===== src/rtl/seg7_display_arbiter.sv =====
// Two-requester arbiter for the 4-digit seven-segment display: mouse path (lossy, default owner)
// and CPU bus (lossless, timed hold), with digit scan and a frame-aligned shadow. Option: SEG7_ARB_BLANK_EN.
module seg7_display_arbiter #(
    parameter int REFRESH_DIV = 250000,
    parameter int HOLD_FRAMES = 50
) (
    input  logic        clk_sys,
    input  logic        rst_n,
    input  logic        req0_vld,
    input  logic [15:0] req0_data,
    input  logic [3:0]  req0_dots,
    output logic        req0_rdy,
    input  logic        req1_vld,
    input  logic [15:0] req1_data,
    input  logic [3:0]  req1_dots,
    output logic        req1_rdy,
    output logic        owner,
    output logic [1:0]  seg_select,
    output logic [3:0]  bin,
    output logic        dot,
    output logic        blank,
    output logic        frame_done
);

    localparam int DIV_W = $clog2(REFRESH_DIV);

    // Ownership state; owner is this register, so the FSM state is directly observable.
    typedef enum logic {
        ST_MOUSE = 1'b0,
        ST_CPU   = 1'b1
    } state_t;

    state_t      r_state;
    state_t      w_next_state;
    logic [DIV_W-1:0] r_div_cnt;
    logic [DIV_W-1:0] w_next_div;
    logic [1:0]  r_seg_select;
    logic [1:0]  w_next_seg;
    logic [15:0] r_shadow;
    logic [3:0]  r_shadow_dots;
    logic [15:0] w_next_shadow;
    logic [3:0]  w_next_dots;
    logic [15:0] r_mouse_data;
    logic [3:0]  r_mouse_dots;
    logic [15:0] r_cpu_data;
    logic [3:0]  r_cpu_dots;
    logic        r_pend1;
    logic        w_next_pend1;
    logic [7:0]  r_hold_cnt;
    logic [7:0]  w_next_hold;
    logic        r_req0_rdy;
    logic        r_req1_rdy;
    logic [3:0]  r_bin;
    logic        r_dot;
    logic        r_blank;
    logic        w_next_blank;
    logic        r_frame_done;
    logic        w_xfer0;
    logic        w_xfer1;
    logic        w_tick;
    logic        w_boundary;
    logic        w_pre_boundary;

    // Handshake: a word transfers on the rising edge where vld and rdy are both high;
    // a producer holds vld and data stable until that edge.
    assign w_xfer0 = req0_vld & r_req0_rdy;
    assign w_xfer1 = req1_vld & r_req1_rdy;

    assign w_tick         = (r_div_cnt == DIV_W'(REFRESH_DIV - 1));
    assign w_boundary     = w_tick && (r_seg_select == 2'd3);
    // frame_done is registered, so it is raised one cycle ahead of the boundary cycle.
    assign w_pre_boundary = (r_div_cnt == DIV_W'(REFRESH_DIV - 2)) && (r_seg_select == 2'd3);

    assign w_next_div = w_tick ? '0 : r_div_cnt + DIV_W'(1);
    assign w_next_seg = w_tick ? r_seg_select + 2'd1 : r_seg_select;

    // A boundary sees the pre-edge pend1, so a word accepted on that same edge waits a frame.
    always_comb begin
        w_next_pend1 = r_pend1;
        if (r_pend1) begin
            if (w_boundary) w_next_pend1 = 1'b0;
        end else if (w_xfer1) begin
            w_next_pend1 = 1'b1;
        end
    end

    always_comb begin
        w_next_state  = r_state;
        w_next_hold   = r_hold_cnt;
        w_next_shadow = r_shadow;
        w_next_dots   = r_shadow_dots;
        if (w_boundary) begin
            if (r_pend1) begin
                w_next_state  = ST_CPU;
                w_next_hold   = 8'(HOLD_FRAMES);
                w_next_shadow = r_cpu_data;
                w_next_dots   = r_cpu_dots;
            end else if (r_state == ST_CPU && r_hold_cnt > 8'd1) begin
                w_next_hold = r_hold_cnt - 8'd1;
            end else if (r_state == ST_CPU) begin
                w_next_state  = ST_MOUSE;
                w_next_hold   = 8'd0;
                w_next_shadow = r_mouse_data;
                w_next_dots   = r_mouse_dots;
            end else begin
                w_next_shadow = r_mouse_data;
                w_next_dots   = r_mouse_dots;
            end
        end
    end

`ifdef SEG7_ARB_BLANK_EN
    // Leading-zero suppression: digit i dark when it and everything above it is zero and it has no dot.
    always_comb begin
        w_next_blank = 1'b0;
        case (w_next_seg)
            2'd1:    w_next_blank = (w_next_shadow[15:4] == 12'd0) && !w_next_dots[1];
            2'd2:    w_next_blank = (w_next_shadow[15:8] == 8'd0) && !w_next_dots[2];
            2'd3:    w_next_blank = (w_next_shadow[15:12] == 4'd0) && !w_next_dots[3];
            default: w_next_blank = 1'b0;
        endcase
    end
`else
    assign w_next_blank = 1'b0;
`endif

    always_ff @(posedge clk_sys) begin
        if (!rst_n) begin
            r_state       <= ST_MOUSE;
            r_div_cnt     <= '0;
            r_seg_select  <= 2'd0;
            r_shadow      <= 16'd0;
            r_shadow_dots <= 4'd0;
            r_mouse_data  <= 16'd0;
            r_mouse_dots  <= 4'd0;
            r_cpu_data    <= 16'd0;
            r_cpu_dots    <= 4'd0;
            r_pend1       <= 1'b0;
            r_hold_cnt    <= 8'd0;
            r_req0_rdy    <= 1'b0;
            r_req1_rdy    <= 1'b1;
            r_bin         <= 4'd0;
            r_dot         <= 1'b0;
            r_blank       <= 1'b0;
            r_frame_done  <= 1'b0;
        end else begin
            r_state       <= w_next_state;
            r_div_cnt     <= w_next_div;
            r_seg_select  <= w_next_seg;
            r_shadow      <= w_next_shadow;
            r_shadow_dots <= w_next_dots;
            r_hold_cnt    <= w_next_hold;
            r_pend1       <= w_next_pend1;
            r_req0_rdy    <= 1'b1;
            r_req1_rdy    <= !w_next_pend1;
            r_frame_done  <= w_pre_boundary;
            if (w_xfer0) begin
                r_mouse_data <= req0_data;
                r_mouse_dots <= req0_dots;
            end
            if (w_xfer1) begin
                r_cpu_data <= req1_data;
                r_cpu_dots <= req1_dots;
            end
            // Digit outputs come from next-state values so they always match seg_select.
            r_bin   <= w_next_shadow[{w_next_seg, 2'b00} +: 4];
            r_dot   <= w_next_dots[w_next_seg];
            r_blank <= w_next_blank;
        end
    end

    assign req0_rdy   = r_req0_rdy;
    assign req1_rdy   = r_req1_rdy;
    assign owner      = r_state;
    assign seg_select = r_seg_select;
    assign bin        = r_bin;
    assign dot        = r_dot;
    assign blank      = r_blank;
    assign frame_done = r_frame_done;

endmodule


===== config.mk =====
export PLATFORM = sky130hd
export DESIGN_NAME = seg7_display_arbiter
export DESIGN_NICKNAME = d
export VERILOG_FILES = /design/src/rtl/seg7_display_arbiter.sv
export SDC_FILE = /design/constraint.sdc
export NUM_CORES = 1
export LEC_CHECK = 0
export CORE_UTILIZATION = 55
export DETAILED_ROUTE_END_ITERATION = 6
export GPL_ROUTABILITY_DRIVEN = 0
export MAX_ROUTING_LAYER = met4
export PLACE_DENSITY = 0.8
export SYNTH_ARGS = -nofsm -noshare
export SYNTH_HDL_FRONTEND = slang
export SYNTH_SLANG_ARGS = --single-unit

===== constraint.sdc =====
create_clock -name clk_sys -period 3.15 [get_ports clk_sys]
set_input_delay 0.4725 -clock clk_sys [delete_from_list [all_inputs] [get_ports clk_sys]]
set_output_delay 0.4725 -clock clk_sys [all_outputs]
set_load 0.005 [all_outputs]

Word-level counts from Yosys, hierarchy flattened
Index checks and enable logic that the tools add are counted.

Add/sub/neg operators: 3. Magnitude comparators: 2. Equality and inequality tests: 4. Shift-type cells: 1. Multiplexer cells: 18. Bitwise gates (word level): 3. Reductions and logical operators: 8.

Operators by type and width (number): 2-to-1 mux 16 bit (3); equality test 18 bit, second input constant (2); 2-to-1 mux 8 bit (3); adder 18 x 1 -> 18 bit, second input constant (1); indexed part select 16 x 5 -> 4 bit (1); 2-to-1 mux 4 bit (3); greater-than comparator 8 x 1 -> 1 bit, second input constant (1); subtractor 8 x 1 -> 8 bit, second input constant (1); 2-to-1 mux 1 bit (7); AND reduction 2 bit (2); logical AND 1 bit (3); less-than comparator 2 x 3 -> 1 bit, second input constant (1); nonzero test 3 bit (1); adder 2 x 1 -> 2 bit, second input constant (1); bitwise AND 1 bit (2); binary-select mux 1 bit (select 2 bit) (1); equality test 2 bit, second input constant (1); 2-to-1 mux 2 bit (1); inequality test 2 bit, second input constant (1); OR reduction 2 bit (1); zero test 1 bit (1); inverter 1 bit (1).

Flip-flop bits (word level): 98. Bits of input ports: 44. Output and inout port bits: 12.

Logic depth before layout (Yosys ltp)
Gate-level depths: netlist of the first run.

Depth after elaboration: 7. Mapped depth: 9.

Least setup slack after synthesis of the first run
Ideal clock, no wire load.

Path kind: flip-flop to flip-flop. Start: register r_div_cnt[0]. End: register r_bin[0], in the netlist bin[0]. Library setup time: 0.122 ns. Data arrival time: 2.310 ns. Data required time: 3.028 ns. Slack: 0.719 ns. Stages on the path, launching flop included: 9. Path buffers: 1. Period minus slack after synthesis: 2.431 ns. Path through: dfxtp_1 > ha_1 > and3_1 > clkbuf_1 > nand4_1 > nor3_4 > mux2_2 > a211o_1 > o311a_1.

Cells in the longest elaborated chain, start to end: 4. Elaborated cells on any way between the ends: 5. Those cells by class: eq/ne: 1; shift: 1; mux: 2; reduce/logical: 1.

Ends and longest elaborated chain: start, declared (line 35) `logic [DIV_W-1:0] r_div_cnt;`; start signal, assigned (line 148) `r_div_cnt <= w_next_div;`; equality test 18 bit * (line 69) `assign w_tick = (r_div_cnt == DIV_W'(REFRESH_DIV - 1));`; logical AND 1 bit (line 70) `assign w_boundary = w_tick && (r_seg_select == 2'd3);`; 2-to-1 mux 16 bit (line 92) `if (w_boundary) begin`; indexed part select 16 x 5 -> 4 bit * (line 166) `r_bin <= w_next_shadow[{w_next_seg, 2'b00} +: 4];`; end signal, assigned (line 166); end, declared (line 53) `logic [3:0] r_bin;`.

Every way passes the cells marked *; elsewhere a longest branch is shown, timed or not. A chain may end at the register's enable or synchronous reset.

Worst setup path in the final report of the first run
Start: register r_div_cnt[0]. End: register r_bin[3], in the netlist bin[3].

The elaborated chain is that of the path after synthesis.

==> results of run 1 <==
==> stage by stage <==
stage	worst slack, ns	util, %
6_report	0.584	68.6
4_1_cts	0.582	68.6
2_1_floorplan	0.719	-
3_3_place_gp	0.736	65.7
5_1_grt	0.421	68.6
3_5_place_dp	0.597	65.7
==> power breakdown <==
group / total [W] / switching, W / internal [W] / leakage (nW)
Combinational: 0.000178 / 0.0000887 / 0.0000898 / 0.964
Clock: 0.000880 / 0.000434 / 0.000446 / 0.106
Sequential: 0.00129 / 0.0000202 / 0.00127 / 0.796
==> layer usage <==
| layer | track usage, % | vias up | share of wire, % |
|---|---|---|---|
| li1 | - | 1780 | - |
| met1 | 30.6 | 1720 | 43 |
| met3 | 7.48 | 16 | 4.9 |
| met5 | - | - | 0 |
| met4 | 8.66 | 0 | 1.4 |
| met2 | 46.4 | 109 | 51 |
==> final cells by class <==
class,count,area (um^2)
fillers,590,2300
multi-input cells,359,2120
flip-flops and latches,98,1960
repair buffers,60,586
clock buffers,9,124
well taps,99,124
clock inverters,6,90.1
inverters,6,22.5
==> worst max-delay path: stages (launching register included) <==
cell and delay (ns):
dfxtp_1 0.41, ha_1 0.21, and3_1 0.28, nand4_1 0.30
nor3_4 0.39, buf_4 0.27, mux2i_1 0.24, nor2_1 0.06
o311a_1 0.30
==> sequential cells by signal, indices dropped and copies added (netlist names) <==
register / cells
r_cpu_dots: 4
bin: 4
seg_select: 2
r_cpu_data: 16
owner: 1
req0_rdy: 1
r_hold_cnt: 8
r_shadow_dots: 4
r_div_cnt: 18
req1_rdy: 1
r_mouse_data: 16
r_shadow: 16
r_mouse_dots: 4
dot: 1
r_pend1: 1
frame_done: 1
==> how the worst max path moves through the flow <==
stage	start	end	slack, ns
floorplan	r_div_cnt[0]	bin[0]	0.72
global placement	r_div_cnt[0]	bin[3]	0.74
detailed placement	r_div_cnt[0]	bin[3]	0.60
CTS	r_div_cnt[0]	bin[3]	0.58
global route	r_div_cnt[0]	bin[3]	0.42
finish	r_div_cnt[0]	bin[3]	0.58
==> kinds of logic (layout without fill, tap and decap cells) <==
kind of cell | Yosys count | count (layout)
simple gates | 224 | 224
flops | 98 | 98
compound gates | 84 | 84
buf+inv | 31 | 81
mux | 24 | 24
xor+xnor | 21 | 21
fa+ha+maj | 5 | 5
other cells | 1 | 1
==> cell usage in the layout, fill, tap and decap left out, types with 2 or more instances in the layout <==
cell and instances:
and4_1 3, a31o_2 2, and2_1 10, bufinv_16 2
mux2_1 2, a211oi_1 6, nand2_1 99, buf_4 6
o311a_1 3, and3_1 5, mux2_2 15, a211o_1 3
o31ai_1 2, nor4_1 12, nand3_1 10, o21ai_0 5
nand4_1 5, clkdlybuf4s50_1 54, mux2i_1 7, o221a_2 3
nor2b_1 2, and4bb_2 3, a31oi_1 8, a21oi_1 43
nor3_1 14, inv_1 6, xor2_1 10, nand2b_1 2
ha_1 5, o22ai_1 3, xnor2_1 11, clkbuf_8 9
nor2_1 47, dfxtp_1 98
==> Yosys cell counts, drive strengths merged, types with 2 or more instances <==
cell,instances,area (um^2)
nand2,99,372
dfxtp,98,1960
nor2,47,176
a21oi,43,215
clkbuf,21,78.8
mux2,17,191
nor3,16,96.4
nor4,12,75.1
xnor2,11,96.3
and2,10,62.6
nand3,10,50.1
xor2,10,87.6
a31oi,8,50.1
mux2i,7,70.1
a211oi,6,45.0
inv,6,22.5
and3,5,31.3
ha,5,62.6
nand4,5,31.3
o21ai,5,25.0
buf,4,23.8
a211o,3,26.3
and4,3,26.3
and4bb,3,37.5
o221a,3,33.8
o22ai,3,18.8
o311a,3,30.0
a31o,2,17.5
nand2b,2,12.5
nor2b,2,12.5
nor4b,2,32.5
o31ai,2,15.0
or2,2,12.5
or3,2,17.5
==> impl_results.md, run 1 <==
* YS warnings at 0
* DRT antenna net count at 0
* Clk Latency, worst-skew pair at 0.37 ns
* # DRC at 0
* R2R cell count at 8
* Syn_nets at 537
* Setup violators final at 0
* Post-cts resize count at 0
* Relative slew margins at 48.7%
* Post CTS Setup Buffer Count at 0
* Placement Rows at 31
* Register area share after synthesis at 46.6%
* Final wirelength at 9720 um
* Max-cap violation count at 0
* RSZ-0062 raised after global routing: no
* Via density at 5.69
* Tcrit/Tclk final at 81.5%
* N_diodes at 0
* Final hold slack at 0.458 ns
* Hold Path Sink: r_mouse_data[8]
* Worst Skew at 0.0162 ns
* First-pass GRT wire length at 16000 um
* Kind of critical path: flip-flop to flip-flop
* Most used DFF post-synth: dfxtp_1
* First drt pass iteration count at 5
* # IOs at 56
* Cells after Synth at 488
* Total Nets Final at 583
* Post-synth EDFFs at 0
* Die Ht at 89.5 um
* CTS Buffer Depth at 2
* Share of cells above drive strength 1 at 9.29%
* Mean Syn Cell Area at 8.63 um^2
* Routed vias at 3625
* Final TNS setup at 0 ns
* Vias in the first global route at 3513
* I/O Buffers at 54
* Placed inst area at 0.00482 mm^2
* Starting density of the core at 57.4%
* Clk sinks at 98
* CTS Buf Count at 9
* Worst R2R Setup Slack at 0.58 ns
* Netlist cell types at 53
* Fmax at 390 MHz
* Asr flop ratio synth at 0%
* RR Endpoint: bin[3]
* Die area at 0.00801 mm^2
* 1st-iter DRT viols at 217
* Core area at 0.00733 mm^2
* Final Hold Fails at 0
* Mux cell area share after synthesis at 6.21%
* WL per Instance at 15.3 um
* Post-Synth XOR/XNOR Area at 4.37%
* CTS tree: done
* Mapped Area at 0.00421 mm^2
* Worst vdd ir at 334 uV
* Reg2reg start: r_div_cnt[0]
* Cells after DPL at 622
* Gr ovfl total at 0
* Die width at 89.5 um
* Syn-to-layout area delta at 19.5%
* Pwr/cell area at 467 mW/mm^2
* Max-slew violations at 0
* Post-route cell area at 0.00503 mm^2
* H-tree levels at 3
* Total Power at 0.00235 W
* Synth Area in Adders at 1.49%
* Critical Path End Type: flip-flop
* Leakage dissipation at 1.87 nW
* Hold/Removal Path Class: flip-flop to flip-flop
* Hold Path Stages at 2
* Largest family of logic cells by synthesized area: simple AND/OR/NAND/NOR gates
* Root Buffer: clkbuf_8
* Final Non-Filler Cells at 637
* Hpwl dp at 6800 um
* Flops & latches, synth at 98
* CP Data Required Time at 3.41 ns
* Simple logic cell fraction of the synthesized area at 25.7%
* Clock period minus final worst setup slack at 2.57 ns
* Crit path DAT at 2.82 ns
* Hold Crit Start: r_mouse_data[8]
* Initial antenna violation count at 0
* Slew at the pin closest to its max-slew limit at 0.769 ns
* Synth Area in Compound Gates at 12.5%
* Worst Setup Start Kind: flip-flop
* Hold_buf cts at 0
* Worst-path clk slew at 0.10 ns
* All-Layer GR Usage at 27.1%
* Crit Path Max Fanout at 14
* Status: finished, final reports clean
* Largest net degree at the start of global routing at 59
No activity file was read; power rests on OpenSTA's default activity.
==> run 2, diff against run 1 <==
Settings changed: CORE_UTILIZATION 55 to 49, PLACE_DENSITY 0.8 to 0.75.
Clock period 3.15 ns to 2.1 ns, I/O delays scaled along.
==> impl_results.md, run 2 (synthesis gave the netlist of run 1 again) <==
* Hpwl dp at 7480 um (was 6800 um)
* Total Nets Final at 640 (was 583)
* Crit Path Max Fanout at 4 (was 14)
* Final wirelength at 10700 um (was 9720 um)
* Max-slew violations at 0 (unchanged)
* Initial antenna violation count at 0 (unchanged)
* Biggest register: r_div_cnt (unchanged)
* Most common cell after layout, fill and taps aside: nand2_1 (unchanged)
* Vias in the first global route at 3844 (was 3513)
* Die area at 0.00897 mm^2 (was 0.00801 mm^2)
* Switching Share at 25.9% (was 23.1%)
* P_sw at 0.000894 W (was 0.000543 W)
* # IOs at 56 (unchanged)
* RSZ-0062 raised after global routing: yes (was no)
* Gate power share at 8.7% (was 7.6%)
* CP Data Required Time at 2.38 ns (was 3.41 ns)
* Max reg flops at 18 (unchanged)
* Die Ht at 94.7 um (was 89.5 um)
* CTS tree: done (unchanged)
* Placed inst area at 0.00525 mm^2 (was 0.00482 mm^2)
* RR Endpoint: bin[1] (was bin[3])
* Kind of critical path: flip-flop to flip-flop (unchanged)
* Placement Rows at 33 (was 31)
* Hold Crit Start: r_mouse_data[3] (was r_mouse_data[8])
* Final hold slack at 0.461 ns (was 0.458 ns)
* Syn-to-layout area delta at 33.1% (was 19.5%)
* 1st-iter DRT viols at 259 (was 217)
* Hold/Removal Path Class: flip-flop to flip-flop (unchanged)
* Tcrit/Tclk final at 110% (was 81.5%)
* Worst Setup Start Kind: flip-flop (unchanged)
* Critical Path End Type: flip-flop (unchanged)
* Worst-path clk slew at 0.11 ns (was 0.10 ns)
* Reg2reg start: r_hold_cnt[6] (was r_div_cnt[0])
* Gr ovfl total at 0 (unchanged)
* Worst vdd ir at 424 uV (was 334 uV)
* Root Buffer: clkbuf_8 (unchanged)
* Die width at 94.7 um (was 89.5 um)
* Largest net degree at the start of global routing at 59 (unchanged)
* Clk sinks at 98 (unchanged)
* DRT antenna net count at 0 (unchanged)
* Setup violators final at 8 (was 0)
* Final Non-Filler Cells at 701 (was 637)
* Leakage dissipation at 2.18 nW (was 1.87 nW)
* Pwr/cell area at 615 mW/mm^2 (was 467 mW/mm^2)
* Area of the multi-input gates at 0.00222 mm^2 (was 0.00212 mm^2)
* Relative slew margins at 50.5% (was 48.7%)
* DP Worst Slack at -0.127 ns (was 0.597 ns)
* Flop pwr share at 56.1% (was 55.0%)
* Clk Latency, worst-skew pair at 0.38 ns (was 0.37 ns)
* H-tree levels at 3 (unchanged)
* Pint at 0.00255 W (was 0.00181 W)
* Sequential cell area at 0.00196 mm^2 (about the same)
* # DRC at 0 (unchanged)
* CTS Buffer Depth at 2 (unchanged)
* Fmax at 435 MHz (was 390 MHz)
* Failing checks: negative setup slack
* Status: finished with violations (was finished, final reports clean)
* Cells after DPL at 677 (was 622)
* Crit path DAT at 2.58 ns (was 2.82 ns)
* Hold Path Stages at 2 (unchanged)
* Final Hold Fails at 0 (unchanged)
* First drt pass iteration count at 4 (was 5)
* Routed wl met3 at 554 um (was 480 um)
* N_diodes at 0 (unchanged)
* Share of cells above drive strength 1 at 21.3% (was 9.29%)
* Starting density of the core at 51.0% (was 57.4%)
* Fill count at 666 (was 590)
* Via density at 5.49 (was 5.69)
* Worst Skew at 0.0148 ns (was 0.0162 ns)
* Hold Path Sink: r_mouse_data[3] (was r_mouse_data[8])
* WL met1 at 4520 um (was 4140 um)
* Routed vias at 3851 (was 3625)
* Post-route cell area at 0.00561 mm^2 (was 0.00503 mm^2)
* Clock power share at 35.2% (was 37.4%)
* Max layer used: met4 (unchanged)
* Setup crit start: r_hold_cnt[6] (was r_div_cnt[0])
* Core area at 0.00826 mm^2 (was 0.00733 mm^2)
* R2R cell count at 8 (unchanged)
* CTS Buf Count at 9 (unchanged)
* Max-cap violation count at 0 (unchanged)
* Worst R2R Setup Slack at -0.20 ns (was 0.58 ns)
* Clock period minus final worst setup slack at 2.30 ns (was 2.57 ns)
* Slew at the pin closest to its max-slew limit at 0.741 ns (was 0.769 ns)
* Most frequent cells in the layout: 99 x nand2_1, 96 x dfxtp_1, 56 x buf_4 (was 99 x nand2_1, 98 x dfxtp_1, 54 x clkdlybuf4s50_1)
* First-pass GRT wire length at 17600 um (was 16000 um)
* Total Power at 0.00345 W (was 0.00235 W)
* Met2 wire len at 5400 um (was 4960 um)
* I/O Buffers at 54 (unchanged)
* Worst setup margin at -0.200 ns (was 0.584 ns)
* WL per Instance at 15.3 um (about the same)
* All-Layer GR Usage at 26.3% (was 27.1%)
[run 2: how the worst max path moves through the flow]
stage	end	slack, ns	cells after the start
CTS	bin[2]	-0.13	8
finish	bin[1]	-0.20	8
global placement	dot	-0.1	6
global route	bin[1]	-0.27	8
floorplan	bin[0]	-0.18	6
detailed placement	bin[3]	-0.13	7
[run 2: timing repair]
| action | CTS | global route |
|---|---|---|
| endpoints found under the setup margin | 5 | 19 |
| gates cloned | 0 | 1 |
| buffers inserted | 6 | 1 |
| hold buffers | 0 | 0 |
| resized for setup | 7 | 15 |
| pin swaps | 4 | 5 |
[run 2: cell type report]
class,instances,share of cell area [%]
multi-input cells,359,39.7
flip-flops and latches,98,35.0
repair buffers,117,19.1
clock buffers,10,2.46
well taps,105,2.34
clock inverters,6,1.00
inverters,6,0.402
[run 2: per-layer routing]
metal	up-vias	track usage, %
li1	1900	-
met1	1798	29.8
met2	130	45.3
met3	23	4.75
met4	0	11.2
met5	-	-
[run 2: stage by stage]
| stage | setup TNS [ns] | utilization [%] |
|---|---|---|
| after floorplan | -0.634 | - |
| after global placement | -0.323 | 63.6 |
| after detailed placement | -0.468 | 63.6 |
| after CTS | -0.614 | 66.9 |
| after global routing | -1.59 | 67.9 |
| final | -0.987 | 67.9 |
[run 2: critical path, cell delays in order, from the launching register on]
cell and delay, ns:
dfxtp_2 0.33, or3_4 0.39, o31a_1 0.35, nor3_4 0.22, buf_12 0.15, buf_12 0.09, mux2_4 0.30, a211o_1 0.26
o311a_1 0.12
[run 2: power by group through the flow]
stage,logic (W),registers (W),clock network [W]
2_1_floorplan,0.000141,0.00197,0
3_3_place_gp,0.000294,0.00197,0
3_5_place_dp,0.000297,0.00198,0
4_1_cts,0.000299,0.00193,0.00122
5_1_grt,0.000329,0.00194,0.00130
6_report,0.000299,0.00193,0.00121
